<file path="src/rtl/pcw_mouse_pkg.sv">
// rtl/pcw_mouse_pkg.sv - shared types, port offsets and accumulator saturation for the mouse port
package pcw_mouse_pkg;

    typedef enum logic [1:0] {
        P0 = 2'b00,
        P1 = 2'b01,
        P2 = 2'b11,
        P3 = 2'b10
    } quad_phase_e;

    localparam logic [1:0] OFS_X   = 2'd0;
    localparam logic [1:0] OFS_Y   = 2'd1;
    localparam logic [1:0] OFS_BTN = 2'd2;

    // Symmetric clamp to +/-(2^(acc_w-1)-1); the most negative code is never produced.
    function automatic int sat_acc(input int value, input int acc_w);
        int lim;
        lim = (1 << (acc_w - 1)) - 1;
        if (value > lim) begin
            return lim;
        end
        if (value < -lim) begin
            return -lim;
        end
        return value;
    endfunction

endpackage

</file>
<file path="src/rtl/mouse_quad_axis.sv">
// rtl/mouse_quad_axis.sv - one axis of pending-step accumulator plus quadrature phase state machine
module mouse_quad_axis
    import pcw_mouse_pkg::*;
#(
    parameter int ACC_W = 12
) (
    input  logic       clk_sys,
    input  logic       reset,
    input  logic       strobe,
    input  logic       tick,
    input  logic [8:0] delta,
    output logic       a,
    output logic       b
);

    logic signed [ACC_W-1:0] pend_q;
    logic signed [ACC_W-1:0] pend_d;
    quad_phase_e             phase_q;
    int                      step;

    always_comb begin
        step = 0;
        if (tick && (pend_q > 0)) begin
            step = 1;
        end else if (tick && (pend_q < 0)) begin
            step = -1;
        end
        // New movement and the step taken this cycle are folded together before clamping.
        pend_d = ACC_W'(sat_acc(int'(pend_q) + (strobe ? int'($signed(delta)) : 0) - step, ACC_W));
    end

    always_ff @(posedge clk_sys) begin
        if (reset) begin
            pend_q  <= '0;
            phase_q <= P0;
        end else begin
            pend_q <= pend_d;
            if (step > 0) begin
                case (phase_q)
                    P0:      phase_q <= P1;
                    P1:      phase_q <= P2;
                    P2:      phase_q <= P3;
                    default: phase_q <= P0;
                endcase
            end else if (step < 0) begin
                case (phase_q)
                    P0:      phase_q <= P3;
                    P3:      phase_q <= P2;
                    P2:      phase_q <= P1;
                    default: phase_q <= P0;
                endcase
            end
        end
    end

    assign {a, b} = phase_q;

endmodule

</file>
<file path="src/rtl/mouse_port_ctrl.sv">
// rtl/mouse_port_ctrl.sv - Kempston-style mouse counters on CPU I/O, optional AMX quadrature (MOUSE_QUAD_EN)
module mouse_port_ctrl
    import pcw_mouse_pkg::*;
#(
    parameter logic [7:0] BASE_PORT = 8'hD0,
    parameter int         QUAD_DIV  = 2000,
    parameter int         ACC_W     = 12
) (
    input  logic       clk_sys,
    input  logic       reset,
    input  logic       mouse_strobe,
    input  logic [8:0] mouse_dx,
    input  logic [8:0] mouse_dy,
    input  logic [2:0] mouse_btn,
    input  logic       io_rd,
    input  logic [7:0] io_addr,
    output logic       io_sel,
    output logic [7:0] io_dout,
    output logic       quad_xa,
    output logic       quad_xb,
    output logic       quad_ya,
    output logic       quad_yb
);

    logic [7:0] cnt_x_q;
    logic [7:0] cnt_y_q;
    logic [2:0] btn_q;
    logic [7:0] dout_q;
    logic [7:0] rd_data_d;

    assign io_sel = (io_addr[7:2] == BASE_PORT[7:2]);

    // Button byte is active-low with left/middle/right on bits 0/1/2.
    always_comb begin
        rd_data_d = 8'hFF;
        case (io_addr[1:0])
            OFS_X:   rd_data_d = cnt_x_q;
            OFS_Y:   rd_data_d = cnt_y_q;
            OFS_BTN: rd_data_d = {5'b11111, ~btn_q[1], ~btn_q[2], ~btn_q[0]};
            default: rd_data_d = 8'hFF;
        endcase
    end

    always_ff @(posedge clk_sys) begin
        if (reset) begin
            cnt_x_q <= 8'h00;
            cnt_y_q <= 8'h00;
            btn_q   <= 3'b000;
            dout_q  <= 8'hFF;
        end else begin
            if (mouse_strobe) begin
                cnt_x_q <= cnt_x_q + mouse_dx[7:0];
                cnt_y_q <= cnt_y_q + mouse_dy[7:0];
                btn_q   <= mouse_btn;
            end
            if (io_rd && io_sel) begin
                dout_q <= rd_data_d;
            end
        end
    end

    assign io_dout = dout_q;

`ifdef MOUSE_QUAD_EN
    localparam int TW = (QUAD_DIV > 2) ? $clog2(QUAD_DIV) : 1;

    logic [TW-1:0] tick_cnt_q;
    logic          tick;
    logic          unused_ok;

    assign tick = (tick_cnt_q == TW'(QUAD_DIV - 1));

    always_ff @(posedge clk_sys) begin
        if (reset) begin
            tick_cnt_q <= '0;
        end else if (tick) begin
            tick_cnt_q <= '0;
        end else begin
            tick_cnt_q <= tick_cnt_q + 1'b1;
        end
    end

    mouse_quad_axis #(.ACC_W(ACC_W)) u_axis_x (
        .clk_sys (clk_sys),
        .reset   (reset),
        .strobe  (mouse_strobe),
        .tick    (tick),
        .delta   (mouse_dx),
        .a       (quad_xa),
        .b       (quad_xb)
    );

    mouse_quad_axis #(.ACC_W(ACC_W)) u_axis_y (
        .clk_sys (clk_sys),
        .reset   (reset),
        .strobe  (mouse_strobe),
        .tick    (tick),
        .delta   (mouse_dy),
        .a       (quad_ya),
        .b       (quad_yb)
    );

    assign unused_ok = ^{BASE_PORT[1:0]};
`else
    logic unused_ok;

    assign quad_xa   = 1'b0;
    assign quad_xb   = 1'b0;
    assign quad_ya   = 1'b0;
    assign quad_yb   = 1'b0;
    assign unused_ok = ^{BASE_PORT[1:0], mouse_dx[8], mouse_dy[8], QUAD_DIV[0], ACC_W[0]};
`endif

endmodule
</file>
<file path="config.mk">
export PLATFORM = sky130hd
export DESIGN_NAME = mouse_port_ctrl
export DESIGN_NICKNAME = d
export VERILOG_FILES = /design/src/rtl/pcw_mouse_pkg.sv /design/src/rtl/mouse_quad_axis.sv /design/src/rtl/mouse_port_ctrl.sv
export SDC_FILE = /design/constraint.sdc
export NUM_CORES = 1
export LEC_CHECK = 0
export BUFFER_PORTS_ARGS = -buffer_cell sky130_fd_sc_hd__buf_2
export CAP_MARGIN = 5
export CORE_UTILIZATION = 45
export DETAILED_ROUTE_END_ITERATION = 10
export PLACE_DENSITY = 0.7
export SYNTH_ARGS = -nofsm -noshare
export SYNTH_HDL_FRONTEND = slang
export SYNTH_SLANG_ARGS = --single-unit
</file>
<file path="constraint.sdc">
create_clock -name clk_sys -period 6.06 [get_ports clk_sys]
set_input_delay 0.303 -clock clk_sys [delete_from_list [all_inputs] [get_ports clk_sys]]
set_output_delay 0.303 -clock clk_sys [all_outputs]
set_load 0.02 [all_outputs]
</file>
==> results of run 1 <==
-- final timing paths --
check	cells after the start	slack, ns	end
max reg2reg	8	3.86	cnt_y_q[6]$_SDFFE_PP0P_
min	3	0.26	btn_q[1]$_SDFFE_PP0P_
min reg2reg	2	0.49	io_dout[3]$_SDFFE_PP1P_
max	8	3.86	cnt_y_q[6]$_SDFFE_PP0P_
-- power breakdown --
| group | switching (mW) | total, mW | internal (mW) |
|---|---|---|---|
| clock network | 0.0587 | 0.105 | 0.0467 |
| logic | 0.0681 | 0.127 | 0.0586 |
| registers | 0.0121 | 0.204 | 0.192 |
| total | 0.139 | 0.437 | 0.298 |
-- cell families (layout without fill, tap and decap cells) --
logic type                 after synthesis  in the layout  synth area share
muxes                                    9              9            0.0513
DFF                                     27             27             0.304
and+or+nand+nor                         81             81             0.231
AOI/OAI and AO/OA                       58             58             0.226
adders and majority gates               16             16             0.121
buffers and inverters                   22             52            0.0562
xor gates and xnor gates                 2              2           0.00984
other                                    1              4           0.00211
-- through the flow --
stage                     instances  hold WS [ns]  cell area [µm²]  setup slack [ns]
after global routing            297         0.293             2030              3.70
after floorplan                 219         0.450             1790              4.05
after global placement          293         0.460             1980              3.88
after detailed placement        293         0.468             1980              3.86
final                           297         0.259             2030              3.86
after CTS                       297         0.257             2030              3.89
-- placed cells by master, fill, tap and decap left out, drive strengths merged, types with 2 or more instances in the layout --
master and count:
buf 39, dfxtp 27, nand2 21, nor2 16, a21oi 14, ha 14
a211oi 10, inv 9, nor3 9, nor2b 9, mux2i 8, o211ai 8
nand3 7, a21o 5, and3 5, o21bai 4, conb 4, o21a 3
o21ai 3, nand3b 3, o22ai 3, clkbuf 3, nand4b 2, nor4 2
o31ai 2, xnor2 2, fa 2
-- state kept, by name, indices dropped and copies added, names as in the netlist --
register	flops
io_dout	8
btn_q	3
cnt_y_q	8
cnt_x_q	8
-- routing by layer --
layer  GRT usage  wire length, µm  vias up  share of wire
met5           0                0        -              0
met4      0.0333               19        0         0.0053
met3      0.0458              168        2          0.047
met2       0.327             1580       35           0.44
met1       0.248             1800      695           0.50
li1            -                -      856              -
-- worst min-delay path: cells and delay by family --
kind                   cells  cell delay [ns]
buffers and inverters      1             0.08
and+or+nand+nor            1             0.07
muxes                      1             0.06
-- final cells by class --
| type | count | area, µm² | share of cell area |
|---|---|---|---|
| Clock buffer | 3 | 41.3 | 0.0203 |
| Sequential cell | 27 | 541 | 0.266 |
| Clock inverter | 1 | 7.51 | 0.00370 |
| Timing Repair Buffer | 39 | 195 | 0.0962 |
| Multi-Input combinational cell | 170 | 1150 | 0.567 |
| Tap cell | 48 | 60.1 | 0.0296 |
| Inverter | 9 | 33.8 | 0.0166 |
==> metrics.md, run 1 <==
| Metric | Value |
|---|---|
| Status | `complete, no violations` |
| WL final | `3560 µm` |
| Hold Startpoint | `mouse_btn[1]` |
| Placer Congestion | `0.771` |
| VDD IR-drop max | `0.149 mV` |
| Post-CTS Setup Inserts | `0` |
| Crit-path max cell delay | `0.50 ns` |
| Data arrival time of the critical path | `2.37 ns` |
| Setup total negative slack | `0 ns` |
| Syn_area_per_cell | `8.24 µm²` |
| H-tree depth | `1` |
| Chip height | `64.9 µm` |
| Seq/Total Area, Yosys | `0.304` |
| Clock Tree Root | `clkbuf_8` |
| Worst Path Buf+Inv | `1` |
| Worst-Skew Late Latency | `0.28 ns` |
| Antenna Nets Post-Route | `0` |
| Origin of the critical flop-to-flop path | `cnt_y_q[0]$_SDFFE_PP0P_` |
| Initial antenna violation count | `0` |
| Period minus WS final | `2.20 ns` |
| Syn-to-layout area delta | `14.0%` |
| CTS Buffer Depth | `2` |
| Routed WL per cell | `12.0 µm` |
| Power Total | `0.437 mW` |
| Hold Vio Cnt, Final | `0` |
| Startpoint Class | `flop` |
| Core ar. | `3720 µm²` |
| Max frequency | `0.455 GHz` |
| Clock net sink count | `27` |
| RSZ-0062 raised after global routing | `no` |
| Detailed placement HPWL | `2710 µm` |
| Crit share post-route | `0.363` |
| Synth Cell Area | `1780 µm²` |
| Crit. End Element | `flop` |
| Drt pass-1 iters | `4` |
| Clk_skew | `0.00794 ns` |
| N_diodes | `0` |
| Fill cell count | `370` |
| First-pass GRT wire length | `6420 µm` |
| Worst path cell trace | `ha_1, inv_1, fa_1, nor2b_1, o21a_1, o21bai_1, and3_1, or4_1` |
| Vias in the first global route | `1474` |
| Slew HR | `0.652` |
| Largest net degree at the start of global routing | `25` |
| Die width | `64.9 µm` |
| Yosys reg bits | `27` |
| Slew Viols, Final | `0` |
| Share of cells above drive strength 1 | `0.181` |
| Cell variety after synth | `43` |
| Share of the synthesized area in the top cell type | `0.304` |
| Total GRT Usage | `0.193` |
| Setup-failing EPs final | `0` |
| Die area | `4210 µm²` |
| Pleak | `0.943 nW` |
| Asr flop ratio synth | `0` |
| Total CTS buffers | `3` |
| Kind of cell adding the most delay to the critical path | `simple AND/OR/NAND/NOR gates` |
| Nets | `299` |
| Io pins | `46` |
| Post-synth EDFFs | `0` |
| Vias | `1588` |
| Worst endpoint required time | `6.23 ns` |
| Synth area leader | `dfxtp_1` |
| Hold Crit Class | `input pin to flop` |
| GR Overflow Total | `0` |
| CTS tree | `built` |
| Largest cells by area after synthesis | `dfxtp_1 30%, ha_1 9.8%, mux2i_1 4.5%` |
| Post-Synthesis Cells | `216` |
| CP max FO | `3` |
| DR vias/cell | `5.35` |
| Most common library cells after synthesis | `27 x dfxtp_1, 21 x nand2_1, 16 x nor2_1, 14 x a21oi_1, 14 x ha_1` |
| Post-CTS sizing | `0` |
| Initial Util | `0.479` |
| CTS Hold Bufs | `0` |
| Ys flop type | `dfxtp_1` |
| Actual slew at the worst max-slew pin | `0.522 ns` |
| Crit path from | `cnt_y_q[0]$_SDFFE_PP0P_` |
| Cell area power density | `215 nW/µm²` |
| YS warnings | `0` |
| Count leader, synth | `dfxtp_1` |
| Slowest cell on crit path | `or4_1` |
| I/O Buffers | `39` |
| Final Core Density | `0.546` |
| 1st-iter DRT viols | `50` |
| Reg clk slew, reported paths | `0.10 ns` |
| # rows | `22` |
| Post-route DRC violation count | `0` |
| Critical path class | `flop to flop` |
| Max-cap viol count | `0` |
Note: power is estimated with default switching activity, not from simulation.
==> run 2: changes to the inputs <==
Clock period 6.06 ns to 2.2 ns, I/O delays scaled along.
==> run 2 against run 1 <==
Effect of this change: final area rose by 1.4%; first-iteration DRC count increased by 22%; clock skew down 0.0012 ns; sequential cell count is the same; critical endpoint unchanged; largest power group unchanged.
==> metrics.md, run 2 (synthesis results as in run 1) <==
| Metric | Value |
|---|---|
| Clock Tree Root | `clkbuf_8` |
| H-tree depth | `1 (unchanged)` |
| Slew Viols, Final | `0 (unchanged)` |
| Clk_skew | `0.00677 ns (-0.00118 ns)` |
| Antenna Nets Post-Route | `0 (unchanged)` |
| N_diodes | `0 (unchanged)` |
| I/O Buffers | `39 (unchanged)` |
| Core ar. | `3720 µm² (unchanged)` |
| Share of cells above drive strength 1 | `0.202 (+0.0217)` |
| Pleak | `0.956 nW (+1.3%)` |
| DR vias/cell | `5.51 (+3.1%)` |
| Hold Startpoint | `mouse_btn[1]` |
| Post-CTS sizing | `0 (unchanged)` |
| Total GRT Usage | `0.189 (-0.00375)` |
| Vias in the first global route | `1447 (-1.8%)` |
| Initial antenna violation count | `0 (unchanged)` |
| Hold Crit Depth | `3 (unchanged)` |
| Final Core Density | `0.554 (+0.00774)` |
| Chip height | `64.9 µm (unchanged)` |
| Status | `complete, no violations` |
| Fill cell count | `357 (-3.5%)` |
| Worst Hold Path EP | `btn_q[1]$_SDFFE_PP0P_` |
| Seq. cell area | `542 µm² (+0.23%)` |
| CP max FO | `3 (unchanged)` |
| Die width | `64.9 µm (unchanged)` |
| Post-route DRC violation count | `0 (unchanged)` |
| Detailed placement HPWL | `2910 µm (+7.3%)` |
| RSZ-0062 raised after global routing | `no` |
| Reg2reg path depth | `8 (unchanged)` |
| Syn-to-layout area delta | `15.6%` |
| Nets | `302 (+1.0%)` |
| Power Total | `1.21 mW (+180%)` |
| Max frequency | `0.484 GHz (+6.4%)` |
| WL final | `3760 µm (+5.6%)` |
| Placer Congestion | `0.790 (+2.5%)` |
| Crit share post-route | `0.940 (+0.577)` |
| Hold Crit Class | `input pin to flop` |
| Most frequent cells in the layout | `39 x buf_2, 26 x dfxtp_1, 21 x nand2_1, 16 x nor2_1, 14 x a21oi_1` |
| CTS Hold Bufs | `0 (unchanged)` |
| Routed WL per cell | `12.5 µm (+4.5%)` |
| Worst-Skew Late Latency | `0.28 ns (about the same)` |
| Cell area power density | `588 nW/µm² (+170%)` |
| Data arrival time of the critical path | `2.23 ns (-0.14 ns)` |
| Largest net degree at the start of global routing | `24 (-4.0%)` |
| CTS tree | `built` |
| CTS Buffer Depth | `2 (unchanged)` |
| Drt pass-1 iters | `4 (unchanged)` |
| Critical path class | `flop to flop` |
| Origin of the critical flop-to-flop path | `cnt_y_q[0]$_SDFFE_PP0P_` |
| Hold Vio Cnt, Final | `0 (unchanged)` |
| Io pins | `46 (unchanged)` |
| Setup-failing EPs final | `0 (unchanged)` |
| Area of the multi-input gates | `1160 µm² (+0.44%)` |
| R2R setup slack | `0.13 ns (-3.73 ns)` |
| R2R Path End | `cnt_y_q[6]$_SDFFE_PP0P_` |
| Worst endpoint required time | `2.36 ns (-3.87 ns)` |
| Vias | `1654 (+4.2%)` |
| Most common cell after layout, fill and taps aside | `buf_2` |
| Max-cap viol count | `0 (unchanged)` |
| Reg clk slew, reported paths | `0.09 ns (about the same)` |
| Crit. End Element | `flop` |
| Post-CTS Setup Inserts | `0 (unchanged)` |
| Setup total negative slack | `0 ns (unchanged)` |
| Period minus WS final | `2.07 ns (-0.132 ns)` |
| # rows | `22 (unchanged)` |
| Initial Util | `0.479 (unchanged)` |
| VDD IR-drop max | `0.357 mV (+140%)` |
| Clock net sink count | `27 (unchanged)` |
| Die area | `4210 µm² (unchanged)` |
| GR Overflow Total | `0 (unchanged)` |
| First-pass GRT wire length | `6350 µm (-1.2%)` |
| 1st-iter DRT viols | `61 (+22%)` |
| Startpoint Class | `flop` |
| Total CTS buffers | `3 (unchanged)` |
==> run 2: cell type report <==
| class | count | area share |
|---|---|---|
| multi-input cells | 170 | 0.562 |
| inverters | 9 | 0.0164 |
| flip-flops and latches | 27 | 0.263 |
| clock buffers | 3 | 0.0201 |
| well taps | 48 | 0.0292 |
| repair buffers | 42 | 0.106 |
| clock inverters | 1 | 0.00365 |
==> run 2: worst max path at each step <==
stage	from	endpoint	slack, ns
2_1_floorplan	cnt_y_q[0]$_SDFFE_PP0P_	cnt_y_q[6]$_SDFFE_PP0P_	0.19
3_3_place_gp	cnt_y_q[0]$_SDFFE_PP0P_	cnt_y_q[6]$_SDFFE_PP0P_	0.11
3_5_place_dp	cnt_y_q[0]$_SDFFE_PP0P_	cnt_y_q[6]$_SDFFE_PP0P_	0.03
4_1_cts	cnt_y_q[0]$_SDFFE_PP0P_	cnt_y_q[6]$_SDFFE_PP0P_	0.03
5_1_grt	cnt_y_q[0]$_SDFFE_PP0P_	cnt_y_q[6]$_SDFFE_PP0P_	0.03
6_report	cnt_y_q[0]$_SDFFE_PP0P_	cnt_y_q[6]$_SDFFE_PP0P_	0.13
==> run 2: critical path, cell delays in order (launching register included) <==
cell and delay, ns:
dfxtp_2 0.35, ha_2 0.20, inv_1 0.06, fa_2 0.35, nor2b_1 0.12, o21a_1 0.15
o21bai_1 0.08, and3_1 0.14, or4_1 0.51
==> run 2: metrics by stage <==
stage                     hold WS (ns)  area, µm²  setup WS, ns  cells
after global placement           0.351       2000         0.109    296
after global routing            0.0633       2060        0.0311    300
after detailed placement         0.361       2000        0.0302    296
after CTS                       0.0643       2050        0.0258    300
final                           0.0662       2060         0.133    300
after floorplan                  0.257       1790         0.192    219
==> run 2: metal layers <==
metal	GRT usage	part of all wire	vias up
li1	-	-	856
met1	0.245	0.49	743
met2	0.316	0.44	51
met3	0.0387	0.059	4
met4	0.0444	0.0064	0
met5	0	0	-
==> run 2: where the power goes <==
group	total [mW]	switching, mW	leakage (nW)	internal, mW
Combinational	0.361	0.195	0.712	0.167
Clock	0.287	0.158	0.0217	0.129
Sequential	0.563	0.0327	0.222	0.530
==> run 3: changes to the inputs <==
Settings changed: ABC_AREA set to 1, PLACE_DENSITY 0.7 to 0.69, SKIP_LAST_GASP set to 1.
==> run 3 against run 2 <==
Effect of this change: sequential power down 2%; maximum frequency is 22% higher; sequential share of layout area fell by 0.11 points; clock power shrank 4%; utilization down 0.71 points; register-to-register slack gained 0.37 ns; critical endpoint unchanged; largest cell class unchanged; largest power group unchanged.
==> metrics.md, run 3 <==
| Metric | Value |
|---|---|
| Status | `complete, no violations` |
| Fill cell count | `399 (+12%)` |
| First-pass GRT wire length | `6090 µm (-4.1%)` |
| Syn_area_per_cell | `6.93 µm² (-16%)` |
| CP max FO | `3 (unchanged)` |
| Most common cell after layout, fill and taps aside | `nand2_1` |
| Finished Cell Area | `2060 µm² (+0.18%)` |
| GR Overflow Total | `0 (unchanged)` |
| CTS Hold Bufs | `0 (unchanged)` |
| Ys flop type | `dfxtp_1` |
| Slowest cell on crit path | `fa_1` |
| DR vias/cell | `4.84 (-12%)` |
| Pleak | `1.09 nW (+14%)` |
| Kind of cell adding the most delay to the critical path | `adder cells` |
| Setup total negative slack | `0 ns (unchanged)` |
| Worst-Skew Late Latency | `0.27 ns (about the same)` |
| Largest cells by area after synthesis | `dfxtp_1 30%, nand2_1 12%, ha_1 9.6%` |
| NetSw | `0.366 mW (-5.0%)` |
| Largest net degree at the start of global routing | `32 (+33%)` |
| Clk_skew | `0.00389 ns (-0.00287 ns)` |
| Cell variety after synth | `29 (-33%)` |
| Placer Congestion | `0.909 (+15%)` |
| Final std cells w/o fill | `346 (+15%)` |
| # rows | `22 (unchanged)` |
| Post-CTS sizing | `0 (unchanged)` |
| Chip height | `65.5 µm (+0.99%)` |
| Asr flop ratio synth | `0 (unchanged)` |
| Crit. End Element | `flop` |
| Cell area power density | `564 nW/µm² (-4.1%)` |
| Crit path from | `cnt_y_q[0]$_SDFFE_PP0P_` |
| RSZ-0062 raised after global routing | `no` |
| Detailed placement HPWL | `2740 µm (-6.0%)` |
| VDD IR-drop max | `0.507 mV (+42%)` |
| Actual slew at the worst max-slew pin | `0.510 ns` |
| Period minus WS final | `1.69 ns (-0.373 ns)` |
| Most frequent cells in the layout | `57 x nand2_1, 39 x buf_2, 38 x inv_1, 31 x nor2_1, 27 x dfxtp_1` |
| Data arrival time of the critical path | `1.86 ns (-0.37 ns)` |
| Seq/Total Area, Yosys | `0.298 (-0.00606)` |
| Worst path cell trace | `ha_1, inv_1, fa_1, inv_1, nand2_1, nand2_1, nand3b_1, nand3_1, nand2_1, nor2_1, nor2_1` |
| Most common library cells after synthesis | `57 x nand2_1, 38 x inv_1, 31 x nor2_1, 27 x dfxtp_1, 16 x nand3_1` |
| I/O Buffers | `39 (unchanged)` |
| Post-synth EDFFs | `0 (unchanged)` |
| Synth area leader | `dfxtp_1` |
| Hold Startpoint | `mouse_btn[1]` |
| Hold Vio Cnt, Final | `0 (unchanged)` |
| Synth Cell Area | `1820 µm² (+2.0%)` |
| Origin of the critical flop-to-flop path | `cnt_y_q[0]$_SDFFE_PP0P_` |
| H-tree depth | `1 (unchanged)` |
| Count leader, synth | `nand2_1` |
| Total GRT Usage | `0.179 (-0.00945)` |
| 1st-iter DRT viols | `69 (+13%)` |
| Post-route DRC violation count | `0 (unchanged)` |
| DP Area | `2020 µm² (+0.69%)` |
| Antenna Nets Post-Route | `0 (unchanged)` |
| Total CTS buffers | `3 (unchanged)` |
| Drt pass-1 iters | `4 (unchanged)` |
| Core ar. | `3770 µm² (+1.5%)` |
| Crit share post-route | `0.770 (-0.170)` |
| Yosys reg bits | `27 (unchanged)` |
| WL final | `3560 µm (-5.3%)` |
| Inst Count DP | `342 (+16%)` |
| Post-CTS Setup Inserts | `0 (unchanged)` |
| Slew HR | `0.660` |
| Clock net sink count | `27 (unchanged)` |
| Vias in the first global route | `1480 (+2.3%)` |
| Clock Tree Root | `clkbuf_8` |
| Die area | `4300 µm² (+2.0%)` |
| Share of the synthesized area in the top cell type | `0.298 (-0.00606)` |
| Max-cap viol count | `0 (unchanged)` |
| Share of cells above drive strength 1 | `0.181 (-0.0212)` |
| Final WS setup | `0.506 ns (+0.373 ns)` |
| Worst Path Buf+Inv | `2 (+1)` |
| CTS Buffer Depth | `2 (unchanged)` |
| Max frequency | `0.590 GHz (+22%)` |
| Routed WL per cell | `10.3 µm (-18%)` |
| Nets | `348 (+15%)` |
| Syn-to-layout area delta | `13.5%` |
| Setup-failing EPs final | `0 (unchanged)` |
| Clock power share | `0.237 (about the same)` |
| Io pins | `46 (unchanged)` |
| Switching Fraction | `0.315 (-0.00359)` |
| Reg power frac | `0.475 (+0.010)` |
| Power Total | `1.16 mW (-3.9%)` |
| Startpoint Class | `flop` |
| YS warnings | `0 (unchanged)` |
| Initial Util | `0.482 (+0.00263)` |
| CTS tree | `built` |
| Hold Crit Class | `input pin to flop` |
| Post-Synthesis Cells | `262 (+21%)` |
| Crit-path max cell delay | `0.40 ns (-0.11 ns)` |
| Pre-CTS WS | `0.522 ns (+0.492 ns)` |
| Initial antenna violation count | `0 (unchanged)` |
| Vias | `1676 (+1.3%)` |
| Slew Viols, Final | `0 (unchanged)` |
| Reg clk slew, reported paths | `0.09 ns (about the same)` |
| Cell mode on critical path | `nand2_1` |
| N_diodes | `0 (unchanged)` |
| Cell Int Power | `0.797 mW (-3.4%)` |
| Critical path class | `flop to flop` |
| Die width | `65.5 µm (+0.99%)` |
| Combinational share of power | `0.288 (-0.010)` |
| Worst endpoint required time | `2.37 ns (about the same)` |
==> run 3: cell type report <==
cell class                      instances  area [µm²]  share of cell area
Timing Repair Buffer                   39         195              0.0947
Sequential cell                        27         541               0.262
Clock buffer                            4        45.0              0.0218
Inverter                               38         143              0.0692
Tap cell                               48        60.1              0.0291
Multi-Input combinational cell        190        1080               0.523
==> run 3: power groups by stage <==
| stage | logic (mW) | registers [mW] | clock network [mW] |
|---|---|---|---|
| floorplan | 0.268 | 0.555 | 0 |
| global placement | 0.329 | 0.564 | 0 |
| detailed placement | 0.334 | 0.565 | 0 |
| CTS | 0.336 | 0.553 | 0.288 |
| global route | 0.394 | 0.558 | 0.304 |
| finish | 0.335 | 0.553 | 0.275 |
==> run 3: cells by family after synthesis <==
family	after synthesis	share of synthesized area
other cells	1	0.00206
xor+xnor	4	0.0193
compound gates	45	0.152
flops	27	0.298
simple gates	121	0.296
buf+inv	48	0.115
fa+ha+maj	16	0.118
==> run 3: final timing paths <==
check                            endpoint  slack [ns]  cells past startpoint
hold reg to reg     btn_q[2]$_SDFFE_PP0P_        0.46                      2
setup reg to reg  cnt_y_q[6]$_SDFFE_PP0P_        0.51                     11
hold / removal      btn_q[1]$_SDFFE_PP0P_        0.06                      3
setup / recovery  cnt_y_q[6]$_SDFFE_PP0P_        0.51                     11
==> run 3: metal layers <==
| metal | vias up | part of all wire | GRT usage |
|---|---|---|---|
| met1 | 724 | 0.49 | 0.233 |
| met2 | 39 | 0.46 | 0.307 |
| li1 | 911 | - | - |
| met4 | 0 | 0.0045 | 0.0326 |
| met3 | 2 | 0.044 | 0.0365 |
| met5 | - | 0 | 0 |
==> run 3: worst register-to-register path: stages, from the launching register on <==
cell and delay [ns]:
dfxtp_1 0.36, ha_1 0.18, inv_1 0.06, fa_1 0.40, inv_1 0.07, nand2_1 0.04
nand2_1 0.09, nand3b_1 0.12, nand3_1 0.08, nand2_1 0.05, nor2_1 0.10, nor2_1 0.05
==> run 3: metrics by stage <==
stage	hold WS (ns)	utilization
4_1_cts	0.0537	0.547
6_report	0.0622	0.547
3_3_place_gp	0.329	0.535
3_5_place_dp	0.338	0.535
2_1_floorplan	0.245	-
5_1_grt	0.0693	0.547
